<file path="src/rtl/spi_slave_param.sv">
// SPI slave with a parameterised payload width.
// A frame is W+2 bits, MSB first: two command bits followed by a W-bit payload.
// The first command bit picks the path: 0 -> WRITE, 1 -> READ_ADD or READ_DATA
// depending on whether a read address has already been captured (read_flag).
// In READ_DATA, once the frame is in, the first tx_valid latches tx_data and
// MISO shifts it out MSB first over the next W cycles.
module spi_slave_param #(
    parameter int ADDR_WIDTH = 8
) (
    input  logic                  clk,
    input  logic                  rst_n,     // synchronous, active-high despite the name
    input  logic                  SS_n,
    input  logic                  MOSI,
    input  logic [ADDR_WIDTH-1:0] tx_data,
    input  logic                  tx_valid,
    output logic                  MISO,
    output logic [ADDR_WIDTH+1:0] rx_data,
    output logic                  rx_valid
);

    localparam int W  = ADDR_WIDTH;
    localparam int FW = W + 2;
    localparam int CW = $clog2(W + 3);

    // Bit counter values: last frame bit being sampled, frame complete, shift-out length.
    localparam logic [CW-1:0] LAST_BIT = CW'(FW - 1);
    localparam logic [CW-1:0] FULL     = CW'(FW);
    localparam logic [CW-1:0] TX_LEN   = CW'(W);

    typedef enum logic [2:0] {
        IDLE      = 3'd0,
        CHK_CMD   = 3'd1,
        WRITE     = 3'd2,
        READ_ADD  = 3'd3,
        READ_DATA = 3'd4
    } state_t;

    state_t          state_q, state_d;
    logic [CW-1:0]   cnt_q, cnt_d;          // received bits in this frame, saturates at FULL
    logic [FW-1:0]   sr_q, sr_d;            // receive shift register
    logic [FW-1:0]   rx_data_q, rx_data_d;
    logic            rx_valid_q, rx_valid_d;
    logic            read_flag_q, read_flag_d;
    logic [W-1:0]    tx_sr_q, tx_sr_d;      // remaining bits to send, MSB aligned
    logic [CW-1:0]   tx_cnt_q, tx_cnt_d;    // bits already placed on MISO
    logic            shifting_q, shifting_d;
    logic            tx_done_q, tx_done_d;  // blocks a second latch within one transaction
    logic            miso_q, miso_d;

    logic            sample;
    logic            frame_done;

    // A bit is taken only while selected, past IDLE, and before the frame is full;
    // anything beyond W+2 bits in the same select window falls on the floor.
    assign sample     = (state_q != IDLE) && !SS_n && (cnt_q != FULL);
    assign frame_done = sample && (cnt_q == LAST_BIT);

    // State register.
    always_ff @(posedge clk) begin
        if (rst_n) state_q <= IDLE;
        else       state_q <= state_d;
    end

    // Next-state logic; SS_n high from any active state drops back to IDLE.
    always_comb begin
        state_d = state_q;
        case (state_q)
            IDLE: begin
                if (!SS_n) state_d = CHK_CMD;
            end
            CHK_CMD: begin
                if (SS_n)             state_d = IDLE;
                else if (!MOSI)       state_d = WRITE;
                else if (read_flag_q) state_d = READ_DATA;
                else                  state_d = READ_ADD;
            end
            WRITE, READ_ADD, READ_DATA: begin
                if (SS_n) state_d = IDLE;
            end
            default: state_d = IDLE;
        endcase
    end

    // Receive path, read_flag bookkeeping and MISO shift-out.
    always_comb begin
        cnt_d       = cnt_q;
        sr_d        = sr_q;
        rx_data_d   = rx_data_q;
        rx_valid_d  = 1'b0;
        read_flag_d = read_flag_q;
        tx_sr_d     = tx_sr_q;
        tx_cnt_d    = tx_cnt_q;
        shifting_d  = shifting_q;
        tx_done_d   = tx_done_q;
        miso_d      = miso_q;

        if (state_q == IDLE || SS_n) begin
            // Between transactions or on deselect: drop any partial frame or
            // shift-out; read_flag deliberately survives an abort.
            cnt_d      = '0;
            tx_cnt_d   = '0;
            shifting_d = 1'b0;
            tx_done_d  = 1'b0;
            miso_d     = 1'b0;
        end else begin
            if (sample) begin
                sr_d  = {sr_q[FW-2:0], MOSI};
                cnt_d = cnt_q + CW'(1);
            end

            if (frame_done) begin
                rx_data_d  = {sr_q[FW-2:0], MOSI};
                rx_valid_d = 1'b1;
                if (state_q == READ_ADD) read_flag_d = 1'b1;
            end

            if (state_q == READ_DATA) begin
                if (shifting_q) begin
                    if (tx_cnt_q == TX_LEN) begin
                        miso_d      = 1'b0;
                        shifting_d  = 1'b0;
                        tx_done_d   = 1'b1;
                        read_flag_d = 1'b0;
                    end else begin
                        miso_d   = tx_sr_q[W-1];
                        tx_sr_d  = tx_sr_q << 1;
                        tx_cnt_d = tx_cnt_q + CW'(1);
                    end
                end else if (cnt_q == FULL && !tx_done_q && tx_valid) begin
                    // First bit goes out straight from tx_data; the rest follow from tx_sr.
                    miso_d     = tx_data[W-1];
                    tx_sr_d    = tx_data << 1;
                    tx_cnt_d   = CW'(1);
                    shifting_d = 1'b1;
                end
            end
        end
    end

    // Datapath registers with synchronous reset overriding everything.
    always_ff @(posedge clk) begin
        if (rst_n) begin
            cnt_q       <= '0;
            sr_q        <= '0;
            rx_data_q   <= '0;
            rx_valid_q  <= 1'b0;
            read_flag_q <= 1'b0;
            tx_sr_q     <= '0;
            tx_cnt_q    <= '0;
            shifting_q  <= 1'b0;
            tx_done_q   <= 1'b0;
            miso_q      <= 1'b0;
        end else begin
            cnt_q       <= cnt_d;
            sr_q        <= sr_d;
            rx_data_q   <= rx_data_d;
            rx_valid_q  <= rx_valid_d;
            read_flag_q <= read_flag_d;
            tx_sr_q     <= tx_sr_d;
            tx_cnt_q    <= tx_cnt_d;
            shifting_q  <= shifting_d;
            tx_done_q   <= tx_done_d;
            miso_q      <= miso_d;
        end
    end

    assign MISO     = miso_q;
    assign rx_data  = rx_data_q;
    assign rx_valid = rx_valid_q;

endmodule

</file>
<file path="config.mk">
export PLATFORM = sky130hd
export DESIGN_NAME = spi_slave_param
export DESIGN_NICKNAME = d
export VERILOG_FILES = /design/src/rtl/spi_slave_param.sv
export SDC_FILE = /design/constraint.sdc
export NUM_CORES = 1
export LEC_CHECK = 0
export ABC_AREA = 1
export CAP_MARGIN = 30
export CORE_ASPECT_RATIO = 1.25
export CORE_MARGIN = 5
export CORE_UTILIZATION = 40
export CTS_CLUSTER_SIZE = 12
export DETAILED_ROUTE_END_ITERATION = 6
export GPL_TIMING_DRIVEN = 0
export PLACE_DENSITY = 0.57
export SLEW_MARGIN = 25
export SYNTH_ARGS = -nofsm -noshare
export SYNTH_HDL_FRONTEND = slang
export SYNTH_SLANG_ARGS = --single-unit
</file>
<file path="constraint.sdc">
create_clock -name clk -period 1.9 [get_ports clk]
set_input_delay 0.285 -clock clk [delete_from_list [all_inputs] [get_ports clk]]
set_output_delay 0.285 -clock clk [all_outputs]
set_load 0.02 [all_outputs]
</file>
== After elaboration in Yosys (flattened, before gate mapping) ==
Index checks and enable logic that the tools add are counted.

* Register bits: 43
* Latch bits: 0
* Bits in writable memories: 0
* Memory bits (read-only): 0
* Input port bits: 13
* Output and inout port bits: 12
* Logic and storage cells: 69
* Memories: 0

* Add/subtract/negate cells: 2
* Multipliers: 0
* Divide/modulo/power cells: 0
* Order comparisons: 0
* Equal/unequal tests: 11
* Shift operators: 0
* Muxes and demuxes: 24
* Bitwise logic cells: 1
* Reductions and logical operators: 20

{| class="wikitable"
|+ Operators with widths
! cell !! count
|-
| $mux W8 || 3
|-
| $mux W3 || 5
|-
| $eq A4 B4 Y1 const B || 3
|-
| $mux W1 || 12
|-
| $mux W4 || 3
|-
| $pmux W3 S3 || 1
|-
| $add A4 B1 Y4 const B || 2
|-
| $reduce_and A2 Y1 || 4
|-
| $eq A3 B2 Y1 const B || 2
|-
| $ne A2 B2 Y1 const B || 3
|-
| $reduce_and A3 Y1 || 2
|-
| $logic_and A1 B1 Y1 || 5
|-
| $ne A4 B4 Y1 const B || 1
|-
| $reduce_and A4 Y1 || 1
|-
| $eq A3 B1 Y1 const B || 1
|-
| $eq A3 B3 Y1 const B || 1
|-
| $logic_not A3 Y1 || 1
|-
| $reduce_bool A3 Y1 || 1
|-
| $reduce_or A3 Y1 || 1
|-
| $logic_not A1 Y1 || 2
|-
| $reduce_bool A2 Y1 || 1
|-
| $reduce_or A2 Y1 || 1
|-
| $logic_or A1 B1 Y1 || 1
|-
| $not A1 Y1 || 1
|}

== Longest topological paths before layout ==
Gate-level depths: netlist (run 1).

* Word-level depth: 8
* Gate-level depth with buffers: 10
* Mapped depth without buffers: 9

== Worst setup path before layout (run 1) ==
No wires, ideal clock.

* Kind: reg-to-reg
* Start: reg cnt_q[0]
* End: reg rx_data_q[0] (netlist: rx_data[0])
* Library setup time: 0.116 ns
* Arrival time: 1.272 ns
* Required time: 1.784 ns
* Path slack: 0.512 ns
* Cell stages (with the launch flop): 10
* Period minus slack after synthesis: 1.388 ns
* Cell sequence: dfxtp_1 -> inv_1 -> ha_1 -> nand3_2 -> nand3_4 -> inv_2 -> nand2_4 -> buf_6 -> o21ai_0 -> nor2_1

* Longest elaborated chain between the ends: 4
* Elaborated cells between the ends (all ways): 5

{| class="wikitable"
|+ Ends and longest elaborated chain
! what !! line !! RTL
|-
| from (decl) || 39 || <nowiki>logic [CW-1:0] cnt_q, cnt_d;</nowiki>
|-
| from (signal assigned) || 154 || <nowiki>cnt_q <= cnt_d;</nowiki>
|-
| $ne A4 B4 Y1 || 55 || <nowiki>assign sample = (state_q != IDLE) && !SS_n && (cnt_q != FULL);</nowiki>
|-
| $logic_and A1 B1 Y1 || 55 ||
|-
| $logic_and A1 B1 Y1 * || 56 || <nowiki>assign frame_done = sample && (cnt_q == LAST_BIT);</nowiki>
|-
| $reduce_and A2 Y1 (no source line) * || -- ||
|-
| to (signal assigned) || 156 || <nowiki>rx_data_q <= rx_data_d;</nowiki>
|-
| to (decl) || 41 || <nowiki>logic [FW-1:0] rx_data_q, rx_data_d;</nowiki>
|}

Every way passes the cells marked *; elsewhere a longest branch is shown, timed or not.
A chain may end at the register's enable or synchronous reset.

== Worst setup path in the final report (run 1) ==
* Start: reg cnt_q[0]
* End: reg rx_data_q[5] (netlist: rx_data[5])

The elaborated chain is that of the path after synthesis.

==> flow_metrics.tcl, run 1 <==
set metrics [dict create \
    crit_type "register to register" \
    io_buffers 24 \
    arrival_ns 1.81 \
    synth_area_leader_cell "dfxtp_1" \
    power.internal_mw 1.22 \
    clock.fmax_ghz 0.620 \
    fp-row-count 27 \
    cts_tree "yes" \
    maxCapViolations 0 \
    crit_cells 9 \
    ctsResizeCount 0 \
    worst_setup_path_end_kind "register" \
    ios 25 \
    min_period_over_period 0.849 \
    slew_headroom 0.696 \
    yosysTopAreaCellShare 0.454 \
    synthArstFlopShare 0 \
    grt_pass1_wl_mm 7.16 \
    dieArea_um2 6100 \
    design_area_um2 2260 \
    min_period_ns 1.61 \
    die_w_um 70.9 \
    setup_viol 0 \
    viasPerCell 4.80 \
    yosysMostFrequentCell "nand2_1" \
    final-hold-violation-count 0 \
    grt_overflow 0 \
    detail-route-antenna-nets 0 \
    netSwitchingPower_uw 370 \
    cts_root_buf "clkbuf_8" \
    cts_hold_buffers 0 \
    drt-total-wl_mm 4.07 \
    tightest_slew_ns 0.456 \
    skew_ns 0.00825 \
    power.density_nw_per_um2 703 \
    synth_nets 273 \
    post_cts.repair.setup_buffers 0 \
    cpPeakStageDelay_ns 0.40 \
    p_leak_nw 0.830 \
    synth_area_per_cell_um2 7.26 \
    numCtsBuffers 5 \
    clk_pin_slew_ns 0.08 \
    path_max_fanout 10 \
    cpLargestDelayFamily "flip-flops" \
    finalPower_mw 1.59 \
    synth_cell_types 26 \
    critPathBufInv 3 \
    clock-sinks 42 \
    dr.pass1.iters 4 \
    remaining_drc_errors 0 \
    die_h_um 86.1 \
    htree_levels 2 \
    hold_slack_ns 0.461 \
    grt_start_max_net_pins 14 \
    fin_ws_ns 0.286 \
    ff2ff_path_depth 9 \
    peakVddDrop_v 0.000422 \
    slew_violations 0 \
    synth_edf_count 0 \
    combPwrFrac 0.060 \
    swShare 0.233 \
    vias 1655 \
    nets 304 \
    wl_per_cell_um 11.8 \
    hpwl_mm 3.04 \
    netlist_instances 255 \
    outcome "completed" \
    coreArea_um2 4460 \
    drive_gt1_frac 0.0836 \
    num-fill-cells 479 \
    critPathLaunchType "register" \
    synth_seq_area_share 0.454 \
    synthFlopType "dfxtp_1" \
    clkPwrFrac 0.381 \
    fin_setup_tns_ns 0 \
    synthesis.area_um2 1850 \
    area_growth_pct 22.0 \
    antenna_found_initial 0 \
    rsz0062_at_grt "false" \
    grt_pass1_vias 1561 \
    hold_class "register to register" \
    synthTopCellsByCount "nand2_1, dfxtp_1, nor2_1" \
    path_cells "inv_1 > ha_1 > nand3_2 > nand3_4 > inv_2 > nand2_4 > buf_6 > o21ai_0 > nor2_1" \
    whs_path_depth 2 \
    place_area_um2 2160 \
    synth_area_leaders "dfxtp_1, nand2_1, a21oi_1, nor2_1, nand3_1" \
    ys_ff_latch 42 \
    yosys_warnings 0 \
    required_ns 2.09 \
    pre_cts_slack_ns 0.0801 \
    first_iter_violations 95 \
    clock_path_buffers 2 \
    crit_slowest_cell "dfxtp_1" \
    seqPwrFrac 0.559 \
    track_usage 0.145 \
    diodes 0 \
    initial_core_util 0.415 \
    globalplace.congestion 0.730 \
    clock_latency_ns 0.30 \
]
## sequential cells by signal, summed over array words and instances (netlist names)
register / cells
state_q: 3
tx_sr_q: 7
rx_data: 10
sr_q: 9
cnt_q: 4
tx_done_q: 1
read_flag_q: 1
MISO: 1
tx_cnt_q: 4
rx_valid: 1
shifting_q: 1
## power groups by stage
stage / Sequential, mW / Clock [mW] / Combinational [mW]
6_report: 0.888 / 0.605 / 0.0946
5_1_grt: 0.889 / 0.664 / 0.108
4_1_cts: 0.888 / 0.624 / 0.0964
3_5_place_dp: 0.909 / 0 / 0.0956
3_3_place_gp: 0.909 / 0 / 0.0957
2_1_floorplan: 0.908 / 0 / 0.0523
## kinds of logic (layout without fill, tap and decap cells)
family	count (synthesis)	in the layout	share of synthesized area
and+or+nand+nor	130	130	0.305
adders and majority gates	5	5	0.0338
xor gates and xnor gates	1	1	0.00473
DFF	42	42	0.454
AOI/OAI and AO/OA	45	45	0.125
buffers and inverters	32	64	0.0770
## final cells by class
class,count,area (µm²),share of cell area
Buffer,9,56.3,0.0249
Clock buffer,6,82.6,0.0365
Timing Repair Buffer,24,240,0.106
Clock inverter,2,12.5,0.00554
Sequential cell,42,841,0.372
Tap cell,58,72.6,0.0321
Inverter,23,86.3,0.0382
Multi-Input combinational cell,181,868,0.384
## path summary, 6_finish.rpt
path	slack (ns)	to	start
setup / recovery	0.29	rx_data[5]	cnt_q[0]
hold / removal	0.46	tx_sr_q[1]	tx_sr_q[1]
setup reg to reg	0.29	rx_data[5]	cnt_q[0]
hold reg to reg	0.46	tx_sr_q[1]	tx_sr_q[1]
## cells in the final DEF (no fill, tap or decap), drive strengths merged, types with 3 or more instances in the layout
cell type,count
clkdlybuf4s50,24
o21ai,14
nand3,18
inv,23
nor3,4
clkbuf,8
nor2,34
ha,5
nand2,71
a21oi,28
dfxtp,42
nand4,3
buf,7
## worst min-delay path: stages (launching register included)
cell     delay [ns]
dfxtp_1        0.31
nand2_1        0.06
a21oi_1        0.05
## stage by stage
stage | util | cells
2_1_floorplan | - | 255
3_3_place_gp | 0.485 | 337
3_5_place_dp | 0.485 | 337
4_1_cts | 0.507 | 345
5_1_grt | 0.507 | 345
6_report | 0.507 | 345
## per-layer routing
metal / share of wire / global-route usage
met1: 0.43 / 0.166
met2: 0.52 / 0.258
met3: 0.030 / 0.0293
met4: 0.021 / 0.0667
met5: 0 / 0
Note: power is estimated with default switching activity, not from simulation.
==> run 2, diff against run 1 <==
Clock period 1.9 ns to 1.5 ns, I/O delays scaled along.
==> run 2 against run 1 <==
Effect of this change:
- first-iteration DRC count is 25% lower
- combinational power is 42% higher
- largest cell class unchanged
- count of clock-buffer cells in the layout stayed put
- power is 27% higher
- setup slack worse by 0.24 ns
- sequential power is 26% higher
==> flow_metrics.tcl, run 2 (same netlist as run 1, synthesis figures left out) <==
set metrics [dict create \
    clock.fmax_ghz 0.690 \
    ios 25 \
    remaining_drc_errors 0 \
    grt_pass1_wl_mm 7.16 \
    viasPerCell 4.84 \
    globalplace.congestion 0.730 \
    area_growth_pct 30.3 \
    diodes 0 \
    regArea_um2 848 \
    final_cell_mix "nand2_1, dfxtp_1, nor2_1" \
    cpLargestDelayFamily "buffers and inverters" \
    nets 310 \
    stdcell_count 351 \
    r2r_end "tx_cnt_q[1]" \
    arrival_ns 1.23 \
    tightest_slew_ns 0.488 \
    antenna_found_initial 0 \
    critPathLaunchType "register" \
    required_ns 1.27 \
    first_iter_violations 71 \
    cpPeakStageDelay_ns 0.60 \
    clock_latency_ns 0.30 \
    fp-row-count 27 \
    crit_slowest_cell "clkdlybuf4s50_1" \
    maxCapViolations 0 \
    worstHoldEndpoint "tx_sr_q[1]" \
    skew_ns 0.00747 \
    hold_start "tx_sr_q[1]" \
    grt_start_max_net_pins 14 \
    path_max_fanout 2 \
    final_common_cell "nand2_1" \
    drt-total-wl_mm 4.23 \
    cts_tree "yes" \
    critPathBufInv 1 \
    power.density_nw_per_um2 837 \
    r2r-start "tx_cnt_q[0]" \
    pre_cts_slack_ns -0.260 \
    slew_violations 0 \
    die_w_um 70.9 \
    vias 1700 \
    hpwl_mm 3.04 \
    fin_ws_ns 0.0498 \
    numCtsBuffers 5 \
    grt_pass1_vias 1562 \
    die_h_um 86.1 \
    htree_levels 2 \
    fin_util 0.541 \
    io_buffers 24 \
    crit_type "register to primary output" \
    initial_core_util 0.415 \
    min_period_over_period 0.967 \
    setup_viol 0 \
    detail-route-antenna-nets 0 \
    largest_register_ffs 10 \
    dp.cells 337 \
    ff2ff_path_depth 9 \
    final-hold-violation-count 0 \
    wl_per_cell_um 12.0 \
    whs_path_depth 2 \
    track_usage 0.145 \
    slew_headroom 0.675 \
    hold_class "register to register" \
    path_cells "clkdlybuf4s50_1" \
    min_period_ns 1.45 \
    clock-sinks 42 \
    rsz0062_at_grt "false" \
    cts_root_buf "clkbuf_8" \
    grt_overflow 0 \
    num-fill-cells 465 \
    worst_setup_path_end_kind "primary output" \
    multi_input_area_um2 928 \
    reg2reg_setup_slack_ns 0.10 \
    outcome "completed" \
    clk_pin_slew_ns 0.08 \
    drive_gt1_frac 0.164 \
    peakVddDrop_v 0.000546 \
    coreArea_um2 4460 \
    dieArea_um2 6100 \
    p_leak_nw 1.06 \
    clock_path_buffers 2 \
    dr.pass1.iters 4 \
]
-- run 2: stage by stage --
stage	TNS [ns]	hold WS [ns]	total power, mW	cell area, µm²
4_1_cts	0	0.467	2.04	2280
3_3_place_gp	-5.84	0.449	1.27	2160
6_report	0	0.461	2.02	2410
3_5_place_dp	-5.40	0.454	1.27	2160
2_1_floorplan	0	0.368	1.22	1850
5_1_grt	0	0.489	2.12	2410
-- run 2: worst max path at each step --
stage               start         end  slack, ns  cells past startpoint
2_1_floorplan    cnt_q[0]  rx_data[0]       0.11                      9
3_3_place_gp         SS_n  rx_data[5]      -0.28                      8
3_5_place_dp         SS_n  rx_data[5]      -0.26                      8
4_1_cts          cnt_q[0]  rx_data[3]      0.005                      9
5_1_grt          cnt_q[0]  tx_sr_q[7]      0.009                      9
6_report       rx_data[5]  rx_data[5]       0.05                      1
-- run 2: metal layers --
metal	track usage	vias up	routed length, µm
met3	0.0293	6	112
met5	0	-	0
met1	0.166	778	1780
met4	0.0667	0	65
li1	-	898	-
met2	0.258	18	2270
-- run 2: where the power goes --
part | total, mW | leakage, nW | switching, mW | internal (mW)
clock | 0.762 | 0.0472 | 0.392 | 0.370
sequential | 1.12 | 0.341 | 0.00609 | 1.12
combinational | 0.134 | 0.671 | 0.0721 | 0.0620
total | 2.02 | 1.06 | 0.470 | 1.55
-- run 2: timing repair --
| action | in CTS | in global routing |
|---|---|---|
| buffers inserted | 0 | 5 |
| gates cloned | 0 | 1 |
| endpoints found under the setup margin | 16 | 41 |
| resized for setup | 11 | 28 |
| pin swaps | 0 | 3 |
| hold buffers | 0 | 0 |
-- run 2: area by class of cell --
class                   count  area share
flip-flops and latches     42       0.352
clock buffers               6      0.0342
repair buffers             30       0.134
well taps                  58      0.0301
inverters                  23      0.0368
clock inverters             2     0.00519
multi-input cells         181       0.385
plain buffers               9      0.0233
==> run 3, diff against run 2 <==
Settings changed: CTS_CLUSTER_DIAMETER set to 40.
==> results of run 3 <==
Final layout, timing and power as in run 2 (identical DEF).
